<file path="src/rtl/sap1_step_sequencer_pkg.sv">
// ============================================================================
// Module      : sap1_step_sequencer_pkg
// Description : State encodings and step-bus sizing shared by the SAP-1
//               sequencer, decoder and top level.
// Revision    : 1.0 - initial release
// ============================================================================
`default_nettype none

package sap1_step_sequencer_pkg;

    localparam int INSTRUCTION_STEPS_DEFAULT = 8;
    localparam int STATE_WIDTH               = 3;

    localparam logic [STATE_WIDTH-1:0] ST_IDLE   = 3'd0;
    localparam logic [STATE_WIDTH-1:0] ST_RUN    = 3'd1;
    localparam logic [STATE_WIDTH-1:0] ST_SINGLE = 3'd2;
    localparam logic [STATE_WIDTH-1:0] ST_BURST  = 3'd3;
    localparam logic [STATE_WIDTH-1:0] ST_HALTED = 3'd4;

    function automatic int step_width(input int steps);
        return $clog2(steps);
    endfunction

endpackage

`default_nettype wire

</file>
<file path="src/rtl/sap1_step_sequencer_rising_edge_detect.sv">
// ============================================================================
// Module      : rising_edge_detect
// Description : One-bit rising-edge detector; output = in & ~previous in.
// Revision    : 1.0 - initial release
// ============================================================================
`default_nettype none

module rising_edge_detect (
    input  logic i_clk,
    input  logic i_reset,
    input  logic i_in,
    output logic o_rise
);

    logic r_prev;

    always_ff @(posedge i_clk) begin
        if (i_reset) begin
            r_prev <= 1'b0;
        end else begin
            r_prev <= i_in;
        end
    end

    assign o_rise = i_in & ~r_prev;

endmodule

`default_nettype wire

</file>
<file path="src/rtl/sap1_step_sequencer.sv">
// ============================================================================
// Module      : sap1_step_sequencer
// Description : SAP-1 microstep sequencer with free-run, single-step and
//               single-instruction modes plus a retired-instruction counter.
// Revision    : 1.0 - initial release
// ============================================================================
`default_nettype none

module sap1_step_sequencer
    import sap1_step_sequencer_pkg::*;
#(
    parameter  int INSTRUCTION_STEPS = INSTRUCTION_STEPS_DEFAULT,
    parameter  int COUNT_WIDTH       = 16,
    localparam int STEP_WIDTH        = step_width(INSTRUCTION_STEPS)
) (
    input  logic                   i_clk,
    input  logic                   i_reset,
    input  logic                   i_run,
    input  logic                   i_step_req,
    input  logic                   i_step_instr,
    input  logic                   i_halt,
    input  logic                   i_adv,
    output logic [STEP_WIDTH-1:0]  o_step,
    output logic                   o_clk_en,
    output logic                   o_halted,
    output logic                   o_instr_done,
    output logic [COUNT_WIDTH-1:0] o_instr_count
);

    localparam logic [STEP_WIDTH-1:0] c_STEP_MAX = STEP_WIDTH'(INSTRUCTION_STEPS - 1);

    logic [STATE_WIDTH-1:0] r_state;
    logic [STATE_WIDTH-1:0] w_state_next;
    logic [STEP_WIDTH-1:0]  r_step;
    logic [STEP_WIDTH-1:0]  w_step_next;
    logic [COUNT_WIDTH-1:0] r_count;
    logic                   r_instr_done;
    logic                   w_retire;
    logic                   w_enabled;
    logic                   w_halted;
    logic                   w_step_edge;

    rising_edge_detect u_step_edge (
        .i_clk   (i_clk),
        .i_reset (i_reset),
        .i_in    (i_step_req),
        .o_rise  (w_step_edge)
    );

    always_ff @(posedge i_clk) begin
        if (i_reset) begin
            r_state      <= ST_IDLE;
            r_step       <= '0;
            r_count      <= '0;
            r_instr_done <= 1'b0;
        end else begin
            r_state      <= w_state_next;
            r_step       <= w_step_next;
            r_instr_done <= w_retire;
            if (w_retire && (r_count != {COUNT_WIDTH{1'b1}})) begin
                r_count <= r_count + COUNT_WIDTH'(1);
            end
        end
    end

    // Halt wins over advance; the last microstep retires even without i_adv.
    always_comb begin
        w_retire     = 1'b0;
        w_step_next  = r_step;
        w_state_next = r_state;
        if (w_enabled && !i_halt) begin
            if (i_adv || (r_step == c_STEP_MAX)) begin
                w_retire    = 1'b1;
                w_step_next = '0;
            end else begin
                w_step_next = r_step + STEP_WIDTH'(1);
            end
        end
        case (r_state)
            ST_IDLE: begin
                if (i_run) begin
                    w_state_next = ST_RUN;
                end else if (w_step_edge) begin
                    w_state_next = i_step_instr ? ST_BURST : ST_SINGLE;
                end
            end
            ST_RUN: begin
                if (i_halt) begin
                    w_state_next = ST_HALTED;
                end else if (!i_run) begin
                    w_state_next = ST_IDLE;
                end
            end
            ST_SINGLE: begin
                w_state_next = i_halt ? ST_HALTED : ST_IDLE;
            end
            ST_BURST: begin
                if (i_halt) begin
                    w_state_next = ST_HALTED;
                end else if (w_retire) begin
                    w_state_next = ST_IDLE;
                end
            end
            ST_HALTED: begin
                w_state_next = ST_HALTED;
            end
            default: begin
                w_state_next = ST_IDLE;
            end
        endcase
    end

    always_comb begin
        w_enabled = (r_state == ST_RUN) || (r_state == ST_SINGLE) || (r_state == ST_BURST);
        w_halted  = (r_state == ST_HALTED);
    end

    assign o_step        = r_step;
    assign o_clk_en      = w_enabled;
    assign o_halted      = w_halted;
    assign o_instr_done  = r_instr_done;
    assign o_instr_count = r_count;

endmodule

`default_nettype wire
</file>
<file path="config.mk">
export PLATFORM = sky130hd
export DESIGN_NAME = sap1_step_sequencer
export DESIGN_NICKNAME = d
export VERILOG_FILES = /design/src/rtl/sap1_step_sequencer_pkg.sv /design/src/rtl/sap1_step_sequencer_rising_edge_detect.sv /design/src/rtl/sap1_step_sequencer.sv
export SDC_FILE = /design/constraint.sdc
export NUM_CORES = 1
export LEC_CHECK = 0
export ABC_AREA = 1
export CORE_MARGIN = 2
export CORE_UTILIZATION = 51
export CTS_CLUSTER_SIZE = 20
export DETAILED_ROUTE_END_ITERATION = 8
export MAX_ROUTING_LAYER = met4
export PLACE_DENSITY = 0.78
export SYNTH_ARGS = -nofsm -noshare
export SYNTH_HDL_FRONTEND = slang
export SYNTH_SLANG_ARGS = --single-unit
export TNS_END_PERCENT = 5
</file>
<file path="constraint.sdc">
create_clock -name i_clk -period 1.99 [get_ports i_clk]
set_clock_uncertainty 0.15 [all_clocks]
set_input_delay 0.2985 -clock i_clk [delete_from_list [all_inputs] [get_ports i_clk]]
set_output_delay 0.2985 -clock i_clk [all_outputs]
set_load 0.01 [all_outputs]
</file>
==> summary.md <==
| Metric | Value |
|---|---|
| Drt pass-1 iters | 4 |
| Max cap viols | 0 |
| Final min period | 1.894 ns |
| I/O pins | 29 |
| Final period util | 0.9520 |
| #FFs+latches synth | 24 |
| Post-synthesis cell type count | 25 |
| Post-DRT Antenna Nets | 0 |
| Worst VDD drop | 0.0005368 V |
| DP HPWL | 2131 µm |
| Crit path launch type | register |
| Top post-synthesis cells by area | dfxtp_1, nand2_1, nor2_1 |
| CTS buffer count | 3 |
| Leak | 0.6988 nW |
| DIE AREA | 0.003233 mm² |
| Die Y | 56.86 µm |
| Mapped Avg Cell Area | 6.885 µm² |
| N_diodes | 0 |
| Largest net degree at the start of global routing | 15 |
| Routed vias | 1338 |
| Layout cells sized above 1 | 0.1674 |
| Clock Tree Buf Depth | 2 |
| Most common flop cell mapped by yosys | dfxtp_1 |
| Total Negative Setup Slacks | 0 ns |
| Outcome | finished, final reports clean |
| Htree depth | 1 |
| Port Buffer Count | 28 |
| Avg WL per Cell | 10.76 µm |
| Row cnt | 19 |
| Critical path's slowest cell | clkdlybuf4s50_1 |
| CP top delay family | buffers and inverters |
| Layout area overhead | 28.27% |
| GPL Wtd Cong | 0.8592 |
| Initial DRC count | 31 |
| Final WL | 2905 µm |
| Max Slew Vio Count | 0 |
| Clock slew at reported path FFs | 0.14 ns |
| Setup CP Type | reg2out |
| Crit path cell chain | nor2_4 -> nor2_1 -> clkdlybuf4s50_1 |
| Fin nets | 250 |
| Final cell count without fillers | 270 |
| CP peak stage delay | 0.55 ns |
| Core ar. | 0.002710 mm² |
| Syn nets | 217 |
| DRC | 0 |
| Worst slew margin | 0.7133 |
| Die width | 56.86 µm |
| Critical path required time | 1.54 ns |
| Worst-Skew Late Latency | 0.32 ns |
| Synthesis Warnings | 0 |
| FMAX | 527.8 MHz |
| Fillers | 258 |
| Hold WC Path Type | in2reg |
| Synth Cell Area | 0.001425 mm² |
| Clock Sinks | 24 |
| Finished Cell Area | 0.001828 mm² |
| Post-synth EDFFs | 0 |
| Cells after Synth | 207 |
| Vias per cell | 4.956 |
| Total track usage | 0.1957 |
| FFs w/ async S/R, synth | 0 |
| Final hold violation count | 0 |
| Post-synth top area share | 0.3371 |
| Root Driver | clkbuf_4 |
| Crit-path max FO | 4 |
| Yosys top cell by area | dfxtp_1 |
| CTS tree | yes |
| Power Density | 575.7 mW/mm² |
| Slew of the pin with the lowest slew margin | 0.4285 ns |
| First-pass GRT wire length | 4905 µm |
| Post-CTS setup buffer count | 0 |
| Grt total ovfl | 0 |
| Most frequent cells after synthesis | nand2_1, nor2_1, dfxtp_1 |
| Worst path buffer plus inverter count | 1 |
| Initial Util | 0.5259 |
| Initial antenna violation count | 0 |
| Vias in the first global route | 1138 |
| DP Cell Count | 265 |
| Critical Path Sink Type | output pin |
| Critical Path AT | 1.45 ns |
| Most frequent cell after synthesis | nand2_1 |
| Post-DP Area | 0.001760 mm² |
| Final setup viols | 0 |
| Sequential area share after synthesis | 0.3371 |
[worst reg2reg max path, stage by stage (launching register included)]
cell,delay [ns]
dfxtp_1,0.37
ha_1,0.21
ha_1,0.19
nor2_2,0.15
inv_1,0.08
nand2_2,0.13
inv_2,0.09
o21ai_2,0.18
nand2_1,0.12
a21oi_2,0.14
[cells in the final DEF (no fill, tap or decap), types with 3 or more instances in the layout]
master | synthesis | layout
nand2_1 | 60 | 60
clkdlybuf4s50_1 | 0 | 27
nor2_1 | 26 | 25
inv_1 | 22 | 22
dfxtp_1 | 24 | 22
nand3_1 | 12 | 12
a21oi_2 | 10 | 10
nand2_2 | 9 | 9
a21oi_1 | 7 | 7
nor2_4 | 5 | 5
nand4_1 | 5 | 5
nor2_2 | 3 | 4
nand3b_1 | 3 | 3
xor2_1 | 3 | 3
ha_1 | 3 | 3
clkbuf_4 | 0 | 3
[flip-flops by register name, indices dropped and copies added, names as in the netlist]
| register | count |
|---|---|
| o_instr_count | 16 |
| u_step_edge.r_prev | 1 |
| o_step | 3 |
| r_state | 3 |
| o_instr_done | 1 |
[where the power goes]
part	internal (mW)	leakage [nW]	switching, mW	total, mW
Clock	0.204	0.0279	0.155	0.358
Combinational	0.0801	0.476	0.101	0.181
Sequential	0.498	0.195	0.0146	0.513
[layer usage]
metal | GRT usage | routed length (µm)
met5 | - | 0
met3 | 0.02765 | 92
met4 | 0.06977 | 31
met1 | 0.2730 | 1506
met2 | 0.2890 | 1275
[through the flow]
stage | power, mW | worst slack (ns) | util | hold slack, ns
2_1_floorplan | 0.6385 | 0.2435 | - | 0.2734
3_3_place_gp | 0.6997 | 0.1721 | 0.6496 | 0.3262
3_5_place_dp | 0.7011 | 0.1299 | 0.6496 | 0.3300
4_1_cts | 1.062 | 0.004789 | 0.6685 | 0.3403
5_1_grt | 1.114 | -0.009023 | 0.6745 | 0.3694
6_report | 1.052 | 0.09551 | 0.6745 | 0.3474
[area by class of cell]
class                           count  area (µm²)  share of cell area
Clock buffer                        3       22.52             0.01232
Multi-Input combinational cell    157       838.3              0.4586
Sequential cell                    24       485.5              0.2656
Clock inverter                      1       30.03             0.01643
Tap cell                           31       38.79             0.02122
Inverter                           23       86.33             0.04723
Timing Repair Buffer               31       326.6              0.1786
[cell families after synthesis]
group                    count (synthesis)  share of synthesized area
adder cells (fa/ha/maj)                  3                    0.02634
flip-flops                              24                     0.3371
AND/OR/NAND/NOR                        125                     0.4056
XOR/XNOR                                 5                    0.03073
buffers and inverters                   27                    0.08252
AO/OA/AOI/OAI                           23                     0.1176
[timing repair]
item	4_1_cts	5_1_grt
endpoints found under the setup margin	1	14
resized for setup	1	4
pin swaps	0	0
hold buffers	0	0
gates cloned	0	1
endpoints found under the hold margin	0	0
[worst paths after layout]
kind	startpoint	to	slack (ns)	cells past startpoint
max reg2reg	o_step[0]	o_instr_count[9]	0.14	9
max	r_state[1]	o_clk_en	0.1	3
min	i_step_req	u_step_edge.r_prev	0.35	3
min reg2reg	o_step[1]	o_step[1]	0.35	2
Note: power is estimated with default switching activity, not from simulation.
